## src/rtl/tft_arb_pkg.sv

```systemverilog
// Shared definitions for the TFT SPI client arbiter: FSM state encoding and
// the client-count limit.
package tft_arb_pkg;

    localparam int TFT_ARB_MAX_CLIENTS = 16;

    typedef enum logic [1:0] {
        ST_IDLE   = 2'd0,
        ST_GRANT  = 2'd1,
        ST_ACTIVE = 2'd2,
        ST_DRAIN  = 2'd3
    } arb_state_t;

endpackage

```

## src/rtl/rr_priority_picker.sv

```systemverilog
// Combinational rotating-priority picker: first set request at or after
// 'start' (wrapping), so start = 0 gives plain lowest-index priority.
module rr_priority_picker #(
    parameter int N_CLIENTS = 4,
    parameter int IDW       = $clog2(N_CLIENTS)
) (
    input  logic [N_CLIENTS-1:0] req,
    input  logic [IDW-1:0]       start,
    output logic [IDW-1:0]       winner,
    output logic                 valid
);

    logic [IDW:0] idx;

    always_comb begin
        valid  = 1'b0;
        winner = '0;
        idx    = '0;
        for (int i = 0; i < N_CLIENTS; i++) begin
            idx = {1'b0, start} + (IDW+1)'(i);
            if (idx >= (IDW+1)'(N_CLIENTS)) idx = idx - (IDW+1)'(N_CLIENTS);
            if (!valid && req[idx[IDW-1:0]]) begin
                valid  = 1'b1;
                winner = idx[IDW-1:0];
            end
        end
    end

endmodule

```

## src/rtl/tft_client_arbiter.sv

```systemverilog
// N-client arbiter in front of tft_spi: enable/busy handshake per grant, drain
// of the transmitter between grants. Optional watchdog via TFT_ARB_WATCHDOG_EN.
module tft_client_arbiter
    import tft_arb_pkg::*;
#(
    parameter int N_CLIENTS   = 4,
    parameter int DATA_W      = 8,
    parameter int ROUND_ROBIN = 0,
    parameter int WDOG_CYCLES = 2**20
) (
    input  logic                          clk,
    input  logic                          rst,
    input  logic [N_CLIENTS-1:0]          req,
    input  logic [N_CLIENTS-1:0]          client_busy,
    input  logic [N_CLIENTS*DATA_W-1:0]   client_data,
    input  logic [N_CLIENTS-1:0]          client_dc,
    input  logic [N_CLIENTS-1:0]          client_transmit,
    input  logic                          spi_busy,
    output logic [N_CLIENTS-1:0]          enable,
    output logic [DATA_W-1:0]             spi_data,
    output logic                          spi_dc,
    output logic                          spi_transmit,
    output logic [$clog2(N_CLIENTS)-1:0]  grant_id,
    output logic                          idle,
    output logic                          timeout
);

    localparam int IDW = $clog2(N_CLIENTS);
    localparam logic [IDW-1:0] LAST_ID = IDW'(N_CLIENTS - 1);

    if (N_CLIENTS < 2 || N_CLIENTS > TFT_ARB_MAX_CLIENTS) begin : g_bad_n
        $error("tft_client_arbiter: N_CLIENTS must be 2..16");
    end

    arb_state_t           state, state_n;
    logic [N_CLIENTS-1:0] enable_n;
    logic [IDW-1:0]       grant_n, rr_ptr, ptr_n, start, pick_id;
    logic                 pick_vld, timeout_n, wd_expire, cur_busy;

    assign start    = (ROUND_ROBIN != 0) ? ((rr_ptr == LAST_ID) ? '0 : rr_ptr + IDW'(1)) : '0;
    assign cur_busy = client_busy[grant_id];
    assign idle     = (state == ST_IDLE);

    rr_priority_picker #(
        .N_CLIENTS (N_CLIENTS),
        .IDW       (IDW)
    ) u_picker (
        .req    (req),
        .start  (start),
        .winner (pick_id),
        .valid  (pick_vld)
    );

`ifdef TFT_ARB_WATCHDOG_EN
    localparam int WDW = $clog2(WDOG_CYCLES + 1);
    logic [WDW-1:0] wd_cnt;

    // Held at zero while idle, so it starts from zero on entry to GRANT.
    always_ff @(posedge clk) begin
        if (rst || state == ST_IDLE)
            wd_cnt <= '0;
        else if (state == ST_GRANT || state == ST_ACTIVE)
            wd_cnt <= wd_cnt + WDW'(1);
    end

    assign wd_expire = (state == ST_GRANT || state == ST_ACTIVE) &&
                       (wd_cnt == WDW'(WDOG_CYCLES - 1));
`else
    assign wd_expire = 1'b0;

    if (WDOG_CYCLES < 1) begin : g_bad_wdog
        $error("tft_client_arbiter: WDOG_CYCLES must be positive");
    end
`endif

    always_comb begin
        state_n   = state;
        enable_n  = enable;
        grant_n   = grant_id;
        ptr_n     = rr_ptr;
        timeout_n = 1'b0;
        case (state)
            ST_IDLE: begin
                if (pick_vld) begin
                    state_n           = ST_GRANT;
                    enable_n          = '0;
                    enable_n[pick_id] = 1'b1;
                    grant_n           = pick_id;
                    ptr_n             = pick_id;
                end
            end
            ST_GRANT: begin
                if (wd_expire) begin
                    state_n   = ST_DRAIN;
                    enable_n  = '0;
                    timeout_n = 1'b1;
                end else if (cur_busy) begin
                    state_n = ST_ACTIVE;
                end
            end
            ST_ACTIVE: begin
                // A busy fall wins over a coincident watchdog expiry.
                if (!cur_busy) begin
                    state_n  = ST_DRAIN;
                    enable_n = '0;
                end else if (wd_expire) begin
                    state_n   = ST_DRAIN;
                    enable_n  = '0;
                    timeout_n = 1'b1;
                end
            end
            ST_DRAIN: begin
                if (!spi_busy) state_n = ST_IDLE;
            end
            default: state_n = ST_IDLE;
        endcase
    end

    always_ff @(posedge clk) begin
        if (rst) begin
            state    <= ST_IDLE;
            enable   <= '0;
            grant_id <= '0;
            rr_ptr   <= LAST_ID;
            timeout  <= 1'b0;
        end else begin
            state    <= state_n;
            enable   <= enable_n;
            grant_id <= grant_n;
            rr_ptr   <= ptr_n;
            timeout  <= timeout_n;
        end
    end

    // Output mux selected only by the registered one-hot enable.
    always_comb begin
        spi_data     = '0;
        spi_dc       = 1'b0;
        spi_transmit = 1'b0;
        for (int i = 0; i < N_CLIENTS; i++) begin
            if (enable[i]) begin
                spi_data     = spi_data | client_data[i*DATA_W +: DATA_W];
                spi_dc       = spi_dc | client_dc[i];
                spi_transmit = spi_transmit | client_transmit[i];
            end
        end
    end

endmodule

```

## config.mk

```make
export PLATFORM = sky130hd
export DESIGN_NAME = tft_client_arbiter
export DESIGN_NICKNAME = d
export VERILOG_FILES = /design/src/rtl/tft_arb_pkg.sv /design/src/rtl/rr_priority_picker.sv /design/src/rtl/tft_client_arbiter.sv
export SDC_FILE = /design/constraint.sdc
export NUM_CORES = 1
export LEC_CHECK = 0
export ABC_AREA = 1
export CAP_MARGIN = 5
export CORE_ASPECT_RATIO = 0.7
export CORE_MARGIN = 3
export CORE_UTILIZATION = 33
export CTS_BUF_LIST = sky130_fd_sc_hd__clkbuf_16
export DETAILED_ROUTE_END_ITERATION = 10
export HOLD_SLACK_MARGIN = 0.02
export PLACE_DENSITY = 0.75
export SLEW_MARGIN = 0
export SYNTH_ARGS = -nofsm -noshare
export SYNTH_HDL_FRONTEND = slang
export SYNTH_HIERARCHICAL = 1
export SYNTH_SLANG_ARGS = --single-unit
```

## constraint.sdc

```tcl
create_clock -name clk -period 1.6 [get_ports clk]
set_clock_uncertainty 0.15 [all_clocks]
set_input_delay 0.48 -clock clk [delete_from_list [all_inputs] [get_ports clk]]
set_output_delay 0.48 -clock clk [all_outputs]
set_load 0.005 [all_outputs]
```

# [Word level (Yosys, flattened, before mapping)]
# Cells that the tools add are included.
[op_classes] n_eq_ne=7 order_cmp=3 n_reduce_logical=12 bitwise_logic=9 n_mux=31
[op_table] operator="$mux 8" n=4
[op_table] operator="$or 8x8->8" n=3
[op_table] operator="$mux 1" n=15
[op_table] operator="$mux 2" n=6
[op_table] operator="$mux 4" n=2
[op_table] operator="$pmux 2 s4" n=1
[op_table] operator="$pmux 4 s2" n=1
[op_table] operator="$lt 2x3->1 const B" n=2
[op_table] operator="$ne 2x2->1 const B" n=3
[op_table] operator="$or 1x1->1" n=6
[op_table] operator="$eq 2x2->1 const B" n=2
[op_table] operator="$logic_and 1x1->1" n=4
[op_table] operator="$reduce_and 4->1" n=1
[op_table] operator="$logic_not 1->1" n=3
[op_table] operator="$reduce_and 3->1" n=1
[op_table] operator="$bmux 1 s2" n=1
[op_table] operator="$demux 1 s2" n=1
[op_table] operator="$eq 2x1->1 const B" n=1
[op_table] operator="$ge 2x1->1 const B" n=1
[op_table] operator="$logic_not 2->1" n=1
[op_table] operator="$ne 2x1->1 const B" n=1
[op_table] operator="$reduce_and 2->1" n=1
[op_table] operator="$reduce_bool 2->1" n=1
[word_totals] regBits=8 elab_cells=65

# [Longest topological paths before layout]
# Gate-level depths: netlist of run 1.
[depth] word_depth=16 depth_mapped=14

# [Cells and area by module]
# The synthesis of run 1 kept the hierarchy.
[modules_own_cells] mod="tft_client_arbiter" seq_area_each_um2=160.2 cells_per_inst=124 n_inst=1 area_each_um2=744.5
[modules_own_cells] mod="rr_priority_picker" seq_area_each_um2=0.0 cells_per_inst=59 n_inst=1 area_each_um2=319.1

# [Least setup slack after synthesis of run 1]
# OpenSTA, ideal clock, no wires.
[synth_timing] path_type="input to register" from="in req[0]" to="reg state[0]" setup_time_ns=0.113 n_path_buf=0 slack_ns=-0.078 cell_stages=13 arrival_time_ns=1.415 cell_sequence="inv_1 > nand2_1 > nand3_2 > nand2_4 > nor2_4 > nand3b_1 > inv_1 > nand2_1 > nand2_4 > nor2_4 > nand2_1 > nand2_1 > nor2_1"
[synth_via] elab_chain_cells=12
[synth_rtl] element="start: declaration" line_no="tft_client_arbiter.sv:13" rtl="input logic [N_CLIENTS-1:0] req,"
[synth_rtl] element="$mux 1 (*)" line_no="rr_priority_picker.sv:22" rtl="if (!valid && req[idx[IDW-1:0]]) begin"
[synth_rtl] element="$logic_not 1->1" line_no="rr_priority_picker.sv:22"
[synth_rtl] element="$logic_and 1x1->1" line_no="rr_priority_picker.sv:22"
[synth_rtl] element="$mux 1 (*)" line_no="rr_priority_picker.sv:22"
[synth_rtl] element="$logic_not 1->1" line_no="rr_priority_picker.sv:22"
[synth_rtl] element="$logic_and 1x1->1" line_no="rr_priority_picker.sv:22"
[synth_rtl] element="$mux 1 (*)" line_no="rr_priority_picker.sv:22"
[synth_rtl] element="$logic_not 1->1" line_no="rr_priority_picker.sv:22"
[synth_rtl] element="$logic_and 1x1->1" line_no="rr_priority_picker.sv:22"
[synth_rtl] element="$mux 1 (*)" line_no="rr_priority_picker.sv:22"
[synth_rtl] element="via pick_vld" line_no="tft_client_arbiter.sv:38" rtl="logic pick_vld, timeout_n, wd_expire, cur_busy;"
[synth_rtl] element="$ne 2x1->1 (no source line) (*)"
[synth_rtl] element="$reduce_and 4->1 (no source line) (*)"
[synth_rtl] element="end signal: assignment" line_no="tft_client_arbiter.sv:127" rtl="state <= state_n;"
[synth_rtl] element="end: declaration" line_no="tft_client_arbiter.sv:35" rtl="arb_state_t state, state_n;"
# The timed path passes the listed nets; every way through them passes the cells marked *.
# A chain may end at the register's enable or synchronous reset.

# [Worst setup path in the final report of run 1]
[layout_timing] from="reg enable[2]" to="out spi_data[6]"
[layout_via] elab_chain_cells=3
[layout_rtl] element="start: declaration" line_no="tft_client_arbiter.sv:19" rtl="output logic [N_CLIENTS-1:0] enable,"
[layout_rtl] element="start signal: assignment" line_no="tft_client_arbiter.sv:128" rtl="enable <= enable_n;"
[layout_rtl] element="$mux 8 (*)" line_no="tft_client_arbiter.sv:141" rtl="if (enable[i]) begin"
[layout_rtl] element="$or 8x8->8" line_no="tft_client_arbiter.sv:142" rtl="spi_data = spi_data | client_data[i*DATA_W +: DATA_W];"
[layout_rtl] element="$mux 8 (*)" line_no="tft_client_arbiter.sv:141"
[layout_rtl] element="end: declaration" line_no="tft_client_arbiter.sv:20" rtl="output logic [DATA_W-1:0] spi_data,"
# Every way passes the cells marked *; elsewhere a longest branch is shown, timed or not.

==> results of run 1 <==
-- what timing repair did --
item                       CTS  global route
buffers inserted             5             4
pin swaps                   53            45
hold endpoints to repair     0             0
setup endpoints to repair   25            19
gates resized for setup    126            57
-- sequential cells by signal, summed over array words and instances (netlist names) --
register,cells
enable,4
grant_id,2
state,2
-- kinds of logic after synthesis --
kind of cell             count (synthesis)
AO/OA/AOI/OAI                           10
flip-flops                               8
adder cells (fa/ha/maj)                  4
other                                    1
AND/OR/NAND/NOR                        138
buffers and inverters                   22
-- area by class of cell --
| class | instances | area [µm²] |
|---|---|---|
| clock buffer | 3 | 75.1 |
| sequential | 8 | 171 |
| timing repair buffer | 94 | 841 |
| tap | 36 | 45.0 |
| multi-input combinational | 160 | 973 |
| inverter | 16 | 62.6 |
| fill | 236 | 774 |
-- synth_stat cells (all sizes together) --
library cell  number  area share
inv               16       0.056
dfxtp              8        0.15
nor2              13       0.072
a21oi              7       0.033
buf                2       0.018
nand4             11       0.065
nand3             10       0.082
ha                 4       0.047
nand2            100        0.41
nor3               1      0.0047
o21ai              3       0.014
conb               1      0.0035
clkbuf             4       0.014
nor3b              1      0.0071
nand3b             2       0.026
-- routing by layer --
metal	part of all wire	global-route usage	routed length (µm)
met4	0.0089	0.0482	40
met3	0.065	0.0474	289
met2	0.47	0.313	2090
met1	0.46	0.290	2050
met5	0	0	0
-- how the worst min path moves through the flow --
| stage | from | end | slack, ns |
|---|---|---|---|
| floorplan | enable[0] | enable[0] | 0.32 |
| finish | enable[2] | enable[2] | 0.34 |
| global route | enable[2] | enable[2] | 0.36 |
| detailed placement | enable[0] | enable[0] | 0.34 |
| CTS | enable[2] | enable[2] | 0.34 |
| global placement | enable[0] | enable[0] | 0.33 |
-- critical path: stages, from the launching register on --
cell	delay [ns]
dfxtp_2	0.33
buf_12	0.13
buf_6	0.12
nand2_2	0.05
nand4_1	0.09
buf_2	0.15
-- through the flow --
step,TNS (ns),hold slack [ns],setup WS (ns)
final,-1.00,0.338,-0.140
after global routing,-1.80,0.360,-0.162
after CTS,-1.63,0.337,-0.323
after detailed placement,-10.76,0.339,-0.628
after global placement,-10.57,0.327,-0.631
after floorplan,0,0.316,0.00269
-- power by group --
part	switching [µW]	total (µW)	internal, µW
clock	99.5	422	322
sequential	69.9	354	284
combinational	855	1670	813
==> impl_metrics.csv, run 1 <==
group,metric,value,unit
sta,period_minus_slack,1.74,ns
logic_synthesis,synth_top_family_by_area,"simple AND/OR/NAND/NOR gates",
setup_path,cp-start-kind,"flop",
pwr,vdd_ir_drop_max,0.000859,V
final_layout,fin_util,0.737,
clock_tree,cts_buffers,3,
worst_hold_path,hold_class,"flop to flop",
final_layout,final_cells,317,
setup_path,r2r_end,"enable[3]",
routing,drc,0,
die,die_y,53.5,µm
logic_synthesis,muxShareOfSynthArea,0,
clock_tree,htree_levels,1,
logic_synthesis,synth_seq_cells,8,
sta,setup_viol,11,
die,ios,69,
placement,post_dp_cell_area,1950,µm²
clock_tree,clkLatencyLatePin,0.23,ns
grt,grt.total_usage,0.206,
sta,maxSlewViolCount,0,
final_layout,final_common_cell,"nand2_1",
logic_synthesis,synthXorXnorAreaFrac,0,
final_layout,stdcell_area,2170,µm²
final_layout,drive_above_1_share,0.448,
logic_synthesis,synth-compound-area-share,0.0471,
logic_synthesis,synthSimpleGateAreaFrac,0.664,
routing,wl_per_cell,14.1,µm
job,maxCapViolCount,0,
logic_synthesis,synth_cell_type_count,25,
logic_synthesis,yosysSeqAreaShare,0.151,
die,num_rows,16,
setup_path,crit_start,"enable[2]",
die,die_w,73.9,µm
pwr,p_per_area,1130,nW/µm²
worst_hold_path,hold_depth,2,
sta,min_period_over_period,1.09,
final_layout,final_cell_mix,"nand2_1, nand2_2, dlygate4sd2_1",
clock_tree,cts_tree,"built",
placement,dp.cells,306,
placement,dpl.hpwl,3.05,mm
setup_path,cp.arrival,1.11,ns
clock_tree,clock-sinks,8,
die,initial_core_util,0.361,
grt,grt_max_degree,13,
routing,routed_via_density,4.72,
routing,routed_wl,4.47,mm
grt,grt_pass1_wl,6.10,mm
grt,antenna_found_initial,0,
pwr,power,2440,µW
final_layout,diodes,0,
grt,grt-ovfl-total,0,
pwr,p_leak,0.00115,µW
setup_path,rrSetupSlack,0.01,ns
routing,drt_iter0_markers,104,
grt,first_global_vias,1282,
clock_tree,hold_buffers,0,
logic_synthesis,synth_fa_ha_area_frac,0.0471,
placement,gpl.final_weighted_congestion,0.800,
placement,portBuffers,67,
setup_path,path_class,"flop to output pin",
die,core,2940,µm²
setup_path,timing.critical_path.required,0.97,ns
sta,rsz0062_at_grt,"true",
setup_path,rr_worst_depth,8,
final_layout,final_net_count,338,
final_layout,syn_to_final_growth,104,%
clock_tree,clockBufferDepth,2,
routing,dr_total_vias,1496,
logic_synthesis,netlist_instances,183,
setup_path,crit_path_end,"spi_data[6]",
sta,finalWorstSetupSlack,-0.140,ns
logic_synthesis,ys_warn_count,6,
setup_path,critPathCaptureType,"output pin",
setup_path,r2r_start,"state[0]",
die,dieArea,3950,µm²
clock_tree,clk_pin_slew_worst_paths,0.04,ns
routing,firstDrtPassIters,4,
logic_synthesis,synth.avg_cell_area,5.81,µm²
setup_path,cp_max_fo,6,
run_status,run_status,"finished, violations left",
run_status,violations,"setup timing",
logic_synthesis,syn_area,1060,µm²
routing,ant_nets,0,
sta,hold_viol_final,0,
clock_tree,cts-root-buf,"clkbuf_16",
sta,fmax,575,MHz
Note: power is estimated with default switching activity, not from simulation.
==> run 2, diff against run 1 <==
--- a/config.mk
+++ b/config.mk
@@ -13,7 +13,7 @@
 export CTS_BUF_LIST = sky130_fd_sc_hd__clkbuf_16
 export DETAILED_ROUTE_END_ITERATION = 10
 export HOLD_SLACK_MARGIN = 0.02
-export PLACE_DENSITY = 0.75
+export PLACE_DENSITY = 0.77
 export SLEW_MARGIN = 0
 export SYNTH_ARGS = -nofsm -noshare
 export SYNTH_HDL_FRONTEND = slang
==> run 2 against run 1 <==
  * Clock-buffer cell count is the same
  * The flow still finishes with violations (setup timing)
  * Largest power group unchanged
  * Total power rose by 1.3%
  * Die area unchanged
==> impl_metrics.csv, run 2 (synthesized netlist as in run 1, its figures left out) <==
group,metric,value,unit
sta,maxSlewViolCount,0,
die,die_w,73.9,µm
grt,grt-ovfl-total,0,
sta,hold_viol_final,0,
setup_path,path_common_cell,"nand2_2",
final_layout,regMostFlops,"enable",
routing,drc,0,
sta,period_minus_slack,1.65,ns
setup_path,critPathCaptureType,"flop",
final_layout,fillers,203,
setup_path,cp_top_family,"simple AND/OR/NAND/NOR gates",
routing,routed_via_density,4.79,
worst_hold_path,hold_class,"flop to flop",
die,die_y,53.5,µm
placement,post_dp_cell_area,1970,µm²
setup_path,crit_chain,"buf_8 -> nand2_4 -> nand2_2 -> nand2_2 -> nand2_2 -> nor2_4 -> nand4_1 -> nand3_4 -> nor3b_2 -> nand2_1 -> a21oi_1",
final_layout,stdcell_area,2220,µm²
grt,first_global_vias,1381,
die,ios,69,
setup_path,path_buf_inv,1,
routing,wl_per_cell,13.7,µm
pwr,p_leak,0.00112,µW
sta,setup_viol,15,
routing,dr_total_vias,1537,
run_status,run_status,"finished, violations left",
grt,antenna_found_initial,0,
clock_tree,clock-sinks,8,
setup_path,timing.critical_path.required,1.60,ns
placement,gpl.final_weighted_congestion,0.804,
clock_tree,cts_tree,"built",
sta,fmax,607,MHz
final_layout,drive_above_1_share,0.463,
grt,grt.total_usage,0.211,
setup_path,cp_max_fo,5,
setup_path,cp_slowest_stage_delay,0.18,ns
placement,dpl.hpwl,3.17,mm
die,dieArea,3950,µm²
clock_tree,clkLatencyLatePin,0.23,ns
clock_tree,cts-root-buf,"clkbuf_16",
routing,drt_iter0_markers,105,
run_status,violations,"setup timing",
routing,routed_wl,4.41,mm
final_layout,largest_reg_flops,4,
final_layout,syn_to_final_growth,109,%
final_layout,final_cell_mix,"nand2_1, nand2_2, buf_4",
final_layout,diodes,0,
routing,ant_nets,0,
job,maxCapViolCount,0,
placement,portBuffers,67,
clock_tree,clockBufferDepth,2,
grt,grt_max_degree,13,
final_layout,final_net_count,342,
pwr,p_per_area,1110,nW/µm²
clock_tree,clk_pin_slew_worst_paths,0.04,ns
sta,min_period_over_period,1.03,
routing,firstDrtPassIters,4,
final_layout,top_regs,"enable x4, grant_id x2, state x2",
grt,grt_pass1_wl,6.39,mm
die,core,2940,µm²
sta,rsz0062_at_grt,"true",
clock_tree,cts_buffers,3,
die,num_rows,16,
setup_path,cp.arrival,1.65,ns
clock_tree,htree_levels,1,
setup_path,path_class,"input port to flop",
setup_path,cp_slowest_cell,"nor3b_2",
final_layout,final_common_cell,"nand2_1",
sta,fin_tns_setup,-0.280,ns
setup_path,cp-start-kind,"input port",
die,initial_core_util,0.361,
sta,finalWorstSetupSlack,-0.0470,ns
placement,preCtsSetupSlack,-0.642,ns
pwr,vdd_ir_drop_max,0.000895,V
[run 2: cell count changes in the layout (fill, tap and decap cells not counted), sizes merged]
| cell | previous run | this run |
|---|---|---|
| clkbuf | 4 | 5 |
| clkdlybuf4s15 | 11 | 22 |
| buf | 41 | 44 |
| clkdlybuf4s50 | 2 | 3 |
| dlymetal6s2s | 8 | 3 |
| dlygate4sd2 | 31 | 24 |
[run 2: per-stage QoR]
stage | hold slack [ns] | util | power [µW] | std cells
3_3_place_gp | 0.343 | 0.669 | 1920 | 307
5_1_grt | 0.355 | 0.756 | 2650 | 321
4_1_cts | 0.347 | 0.708 | 2300 | 320
2_1_floorplan | 0.316 | - | 1080 | 190
3_5_place_dp | 0.351 | 0.669 | 1940 | 307
6_report | 0.341 | 0.756 | 2480 | 321
[run 2: report_power, final]
part	switching [µW]	internal (µW)	leakage [µW]
Clock	100	323	0.0000370
Sequential	55.4	283	0.0000685
Combinational	870	844	0.00102
[run 2: final timing paths]
kind                                 from         to  slack (ns)  cells past startpoint
worst max register to register   state[1]  enable[0]       -0.01                      9
worst max-delay path               req[1]  enable[2]       -0.05                     11
worst min-delay path            enable[0]  enable[0]        0.34                      2
worst min register to register  enable[0]  enable[0]        0.34                      2
[run 2: layer usage]
| layer | GRT usage | wire length (µm) | vias up |
|---|---|---|---|
| li1 | - | - | 780 |
| met1 | 0.288 | 1930 | 704 |
| met2 | 0.340 | 2180 | 49 |
| met3 | 0.0417 | 255 | 4 |
| met4 | 0.0482 | 42 | 0 |
| met5 | 0 | 0 | - |
[run 2: area by class of cell]
cell class | instances | area (µm²) | share of cell area
multi-input cells | 160 | 1000 | 0.451
repair buffers | 98 | 867 | 0.390
flip-flops and latches | 8 | 169 | 0.0759
clock buffers | 3 | 75.1 | 0.0337
inverters | 16 | 65.1 | 0.0292
well taps | 36 | 45.0 | 0.0202
[run 2: what timing repair did]
action / CTS / global route
endpoints found under the setup margin: 25 / 20
pin swaps: 70 / 46
gates resized for setup: 144 / 50
hold buffers: 0 / 0
setup buffers: 10 / 1
[run 2: worst min-delay path: cells and delay by family (launching register included)]
kind | cells | cell delay [ns]
and+or+nand+nor | 1 | 0.07
DFF | 1 | 0.33
AOI/OAI and AO/OA | 1 | 0.05
==> run 3, diff against run 2 <==
--- a/config.mk
+++ b/config.mk
@@ -8,7 +8,7 @@
 export ABC_AREA = 1
 export CAP_MARGIN = 5
 export CORE_ASPECT_RATIO = 0.7
-export CORE_MARGIN = 3
+export CORE_MARGIN = 10
 export CORE_UTILIZATION = 33
 export CTS_BUF_LIST = sky130_fd_sc_hd__clkbuf_16
 export DETAILED_ROUTE_END_ITERATION = 10
==> run 3 against run 2 <==
  * The flow still finishes with violations (setup timing)
  * Combinational power rose by 9.9%
  * Critical path depth rose by 3
  * Cell area rose by 3.5%
  * Sequential share of layout area barely moved
  * Worst hold slack got worse by 0.0067 ns
  * Global-route usage fell by 7.6 points
  * Largest cell class unchanged
  * Largest power group unchanged
==> impl_metrics.csv, run 3 (synthesized netlist as in run 1, its figures left out) <==
group,metric,value,unit
run_status,run_status,"finished, violations left",
run_status,violations,"setup timing",
final_layout,final_common_cell,"nand2_1",
worst_hold_path,hold_depth,2,
final_layout,top_regs,"enable x4, grant_id x2, state x2",
sta,hold_viol_final,0,
grt,first_global_vias,1311,
die,die_w,87.9,µm
setup_path,cp-start-kind,"input port",
final_layout,drive_above_1_share,0.470,
grt,grt_max_degree,12,
pwr,p_per_area,1150,nW/µm²
sta,period_minus_slack,1.73,ns
clock_tree,clk_pin_slew_worst_paths,0.04,ns
sta,min_period_over_period,1.08,
clock_tree,hold_buffers,0,
worst_hold_path,min_to,"enable[0]",
sta,worst_hold_slack,0.335,ns
final_layout,final_cell_mix,"nand2_1, nand2_2, clkdlybuf4s15_1, buf_4, dlygate4sd2_1",
clock_tree,clkLatencyLatePin,0.23,ns
grt,grt.total_usage,0.135,
final_layout,syn_to_final_growth,117,%
sta,setup_viol,15,
routing,wl_per_cell,16.1,µm
sta,rsz0062_at_grt,"true",
sta,finalWorstSetupSlack,-0.129,ns
setup_path,path_class,"input port to flop",
setup_path,cp.arrival,1.73,ns
worst_hold_path,min-delay-start,"enable[0]",
clock_tree,clockBufferDepth,2,
routing,firstDrtPassIters,4,
die,core,3130,µm²
grt,grt_pass1_wl,6.60,mm
worst_hold_path,hold_class,"flop to flop",
final_layout,final_net_count,344,
die,initial_core_util,0.340,
routing,drc,0,
final_layout,fin_util,0.737,
final_layout,multi_input_area,1000,µm²
clock_tree,cts_buffers,3,
setup_path,r2r_end,"enable[2]",
setup_path,rr_worst_depth,8,
die,die_y,67.5,µm
final_layout,diodes,0,
clock_tree,htree_levels,1,
setup_path,rrSetupSlack,0,ns
job,maxCapViolCount,0,
routing,ant_nets,0,
routing,routed_via_density,4.81,
placement,dp.cells,310,
clock_tree,cts_tree,"built",
placement,gpl.final_weighted_congestion,0.904,
routing,drt_iter0_markers,96,
sta,fmax,578,MHz
clock_tree,clock-sinks,8,
placement,preCtsSetupSlack,-0.643,ns
die,dieArea,5930,µm²
setup_path,critPathCaptureType,"flop",
final_layout,sequential_cell_area,174,µm²
placement,portBuffers,67,
routing,routed_wl,5.24,mm
die,ios,69,
grt,grt-ovfl-total,0,
placement,dpl.hpwl,3.43,mm
pwr,vdd_ir_drop_max,0.000853,V
grt,antenna_found_initial,0,
final_layout,largest_reg_flops,4,
routing,dr_total_vias,1563,
final_layout,final_cells,325,
setup_path,timing.critical_path.required,1.60,ns
die,num_rows,17,
clock_tree,cts-root-buf,"clkbuf_16",
sta,maxSlewViolCount,0,
final_layout,fillers,221,
final_layout,regMostFlops,"enable",
pwr,p_leak,0.00120,µW
setup_path,r2r_start,"state[0]",
setup_path,cp_max_fo,5,
[run 3: layout make-up]
| cell class | count | share of cell area |
|---|---|---|
| Inverter | 16 | 0.0261 |
| Clock buffer | 3 | 0.0326 |
| Sequential cell | 8 | 0.0755 |
| Timing Repair Buffer | 100 | 0.410 |
| Multi-Input combinational cell | 160 | 0.435 |
| Tap cell | 38 | 0.0206 |
[run 3: metal layers]
layer / vias to the layer above / global-route usage / wire length, µm
met4: 0 / 0.00595 / 27
li1: 777 / - / -
met1: 743 / 0.179 / 2090
met2: 41 / 0.223 / 2840
met3: 2 / 0.0397 / 282
met5: - / 0 / 0
[run 3: per-stage QoR]
step           instance area (µm²)  power (µW)  TNS, ns
2_1_floorplan                 1100        1080        0
3_3_place_gp                  1980        1950   -10.65
3_5_place_dp                  1980        1980   -11.12
4_1_cts                       2060        2290    -1.28
5_1_grt                       2300        2830    -1.78
6_report                      2300        2660   -0.879
[run 3: worst max path at each step]
stage / from / to / slack (ns) / cells after the start
2_1_floorplan: req[2] / state[0] / 0.003 / 13
4_1_cts: client_data[21] / spi_data[5] / -0.25 / 4
6_report: req[1] / enable[2] / -0.13 / 14
3_5_place_dp: req[0] / state[1] / -0.64 / 14
5_1_grt: req[1] / enable[2] / -0.22 / 14
3_3_place_gp: client_data[20] / spi_data[4] / -0.62 / 4
[run 3: report_power, final]
group | switching [µW] | internal [µW]
Combinational | 938 | 938
Clock | 97.7 | 322
Sequential | 73.8 | 289
Total | 1110 | 1550
[run 3: repair_timing]
action                                  CTS  global route
resized for setup                       132            68
gates cloned                              0             2
setup buffers                             5             6
pin swaps                                55            41
endpoints found under the setup margin   25            21
[run 3: critical path, stage by stage]
cell and delay [ns]:
buf_6 0.09, inv_1 0.06, nand2_1 0.07, nand2_2 0.07, nand2_2 0.05, nand2_1 0.09
nor2_2 0.06, nor2_2 0.09, nand2_1 0.08, nand2_1 0.08, inv_2 0.08, nor3b_4 0.18
nand2_1 0.07, a21oi_1 0.16
==> RTL change, RTL diff (settings of run 3) <==
`N_CLIENTS` is set to 4 in 2 places; all go to 8.
--- a/src/rtl/rr_priority_picker.sv
+++ b/src/rtl/rr_priority_picker.sv
@@ -1,7 +1,7 @@
 // Combinational rotating-priority picker: first set request at or after
 // 'start' (wrapping), so start = 0 gives plain lowest-index priority.
 module rr_priority_picker #(
-    parameter int N_CLIENTS = 4,
+    parameter int N_CLIENTS = 8,
     parameter int IDW       = $clog2(N_CLIENTS)
 ) (
     input  logic [N_CLIENTS-1:0] req,
--- a/src/rtl/tft_client_arbiter.sv
+++ b/src/rtl/tft_client_arbiter.sv
@@ -3,7 +3,7 @@
 module tft_client_arbiter
     import tft_arb_pkg::*;
 #(
-    parameter int N_CLIENTS   = 4,
+    parameter int N_CLIENTS   = 8,
     parameter int DATA_W      = 8,
     parameter int ROUND_ROBIN = 0,
     parameter int WDOG_CYCLES = 2**20
Interface: changed (7 resized); port bits go from 69 to 122. The function was not compared with the original's and may differ.
==> RTL change against run 3 <==
The run still ends with setup timing left; clock power increased by 13%; worst hold slack improved by 0.034 ns; sequential share of layout area decreased by 0.71 points; final cell count increased by 88%; power increased by 53%; wire length increased by 130%; sequential cell count increased by 5; critical path depth unchanged; first-iteration DRC count increased to 3.4 times the old value; design area increased by 86%; setup slack got worse by 0.56 ns; area after synthesis increased by 81%; critical endpoint is now enable[1]; largest cell class unchanged.
==> RTL change: results (changes against run 3) <==
INFO  metric grt_usage = 0.204 (was 0.135)
INFO  metric syn-instance-count = 344 (was 183)
INFO  metric skew_pair_late_insertion_delay = 0.25 ns (was 0.23 ns)
INFO  metric report.power.total = 0.00408 W (was 0.00266 W)
INFO  metric arrival = 2.32 ns (was 1.73 ns)
INFO  metric area_growth = 122% (was 117%)
INFO  metric vias_in_the_first_global_route = 2872 (was 1311)
INFO  metric tapcell.inserted = 75 (was 38)
INFO  metric synth.top_cells.by_area = sky130_fd_sc_hd__nand2_1 (25%), sky130_fd_sc_hd__dfxtp_1 (14%), sky130_fd_sc_hd__nand3_1 (10%) (was sky130_fd_sc_hd__nand2_1 (30%), sky130_fd_sc_hd__dfxtp_1 (15%), sky130_fd_sc_hd__nand2_2 (6.5%))
INFO  metric crit_path_end = enable[1] (was enable[2])
INFO  metric synth_common_cells = sky130_fd_sc_hd__nand2_1 (129), sky130_fd_sc_hd__nand3_1 (40), sky130_fd_sc_hd__nor2_1 (30), sky130_fd_sc_hd__inv_1 (28), sky130_fd_sc_hd__a221oi_1 (14) (was sky130_fd_sc_hd__nand2_1 (85), sky130_fd_sc_hd__inv_1 (13), sky130_fd_sc_hd__nand2_2 (11), sky130_fd_sc_hd__nand4_1 (11))
INFO  metric irDropWorstVdd = 0.796 mV (was 0.853 mV)
INFO  metric grt_pass1_wl = 16.0 mm (was 6.60 mm)
INFO  metric place_congestion = 0.960 (was 0.904)
INFO  metric reg.largest.list = enable x8, grant_id x3, state x2 (was enable x4, grant_id x2, state x2)
INFO  metric drt_pass1_iterations = 5 (was 4)
INFO  metric reg2reg_depth = 9 (was 8)
INFO  metric clk_share = 0.0184 (was 0.0326)
INFO  metric final.signal_buffer_count = 191 (was 100)
INFO  metric post-place-cells = 572 (was 310)
INFO  metric cp_slowest_cell = sky130_fd_sc_hd__dlygate4sd2_1 (was sky130_fd_sc_hd__nor3b_4)
INFO  metric post-route-worst-setup-slack = -0.689 ns (was -0.129 ns)
INFO  metric detail_route.vias_per_cell = 5.65 (was 4.81)
INFO  metric diodes = 2 (was 0)
INFO  metric synthDistinctLibCells = 32 (was 25)
INFO  metric timing.critical_path.from = req[6] (was req[1])
INFO  metric dp_hpwl = 7.89 mm (was 3.43 mm)
INFO  metric final_setup_viols = 24 (was 15)
INFO  metric status = finished with violations (unchanged)
INFO  metric seq-cell-share = 0.0684 (was 0.0755)
INFO  metric drive_gt1_frac = 0.414 (was 0.470)
INFO  metric rrSetupSlack = -0.18 ns (was 0 ns)
INFO  metric num-multi-input-gates = 289 (was 160)
INFO  metric area_share_nonclk_buffers = 0.394 (was 0.410)
INFO  metric antenna_found_initial = 2 (was 0)
INFO  metric seq_power = 0.000589 W (was 0.000363 W)
INFO  metric failing_checks = setup timing (unchanged)
-- RTL change: logic make-up after synthesis --
| family | count (synthesis) | share of synthesized area |
|---|---|---|
| compound gates | 41 | 0.151 |
| xor+xnor | 3 | 0.0175 |
| fa+ha+maj | 6 | 0.0390 |
| buf+inv | 51 | 0.111 |
| flops | 13 | 0.135 |
| other cells | 1 | 0.00195 |
| simple gates | 229 | 0.544 |
-- RTL change: routing by layer --
metal | vias to the layer above | GRT usage | share of wire
met5 | - | 0 | 0
met4 | 0 | 0.0559 | 0.041
met3 | 60 | 0.0345 | 0.088
met2 | 268 | 0.330 | 0.47
met1 | 1600 | 0.271 | 0.40
li1 | 1525 | - | -
-- RTL change: per-stage QoR --
step | TNS [ns] | hold WS [ns]
2_1_floorplan | -3.52 | 0.347
3_3_place_gp | -23.11 | 0.336
3_5_place_dp | -23.79 | 0.333
4_1_cts | -10.38 | 0.340
5_1_grt | -12.08 | 0.387
6_report | -10.47 | 0.369
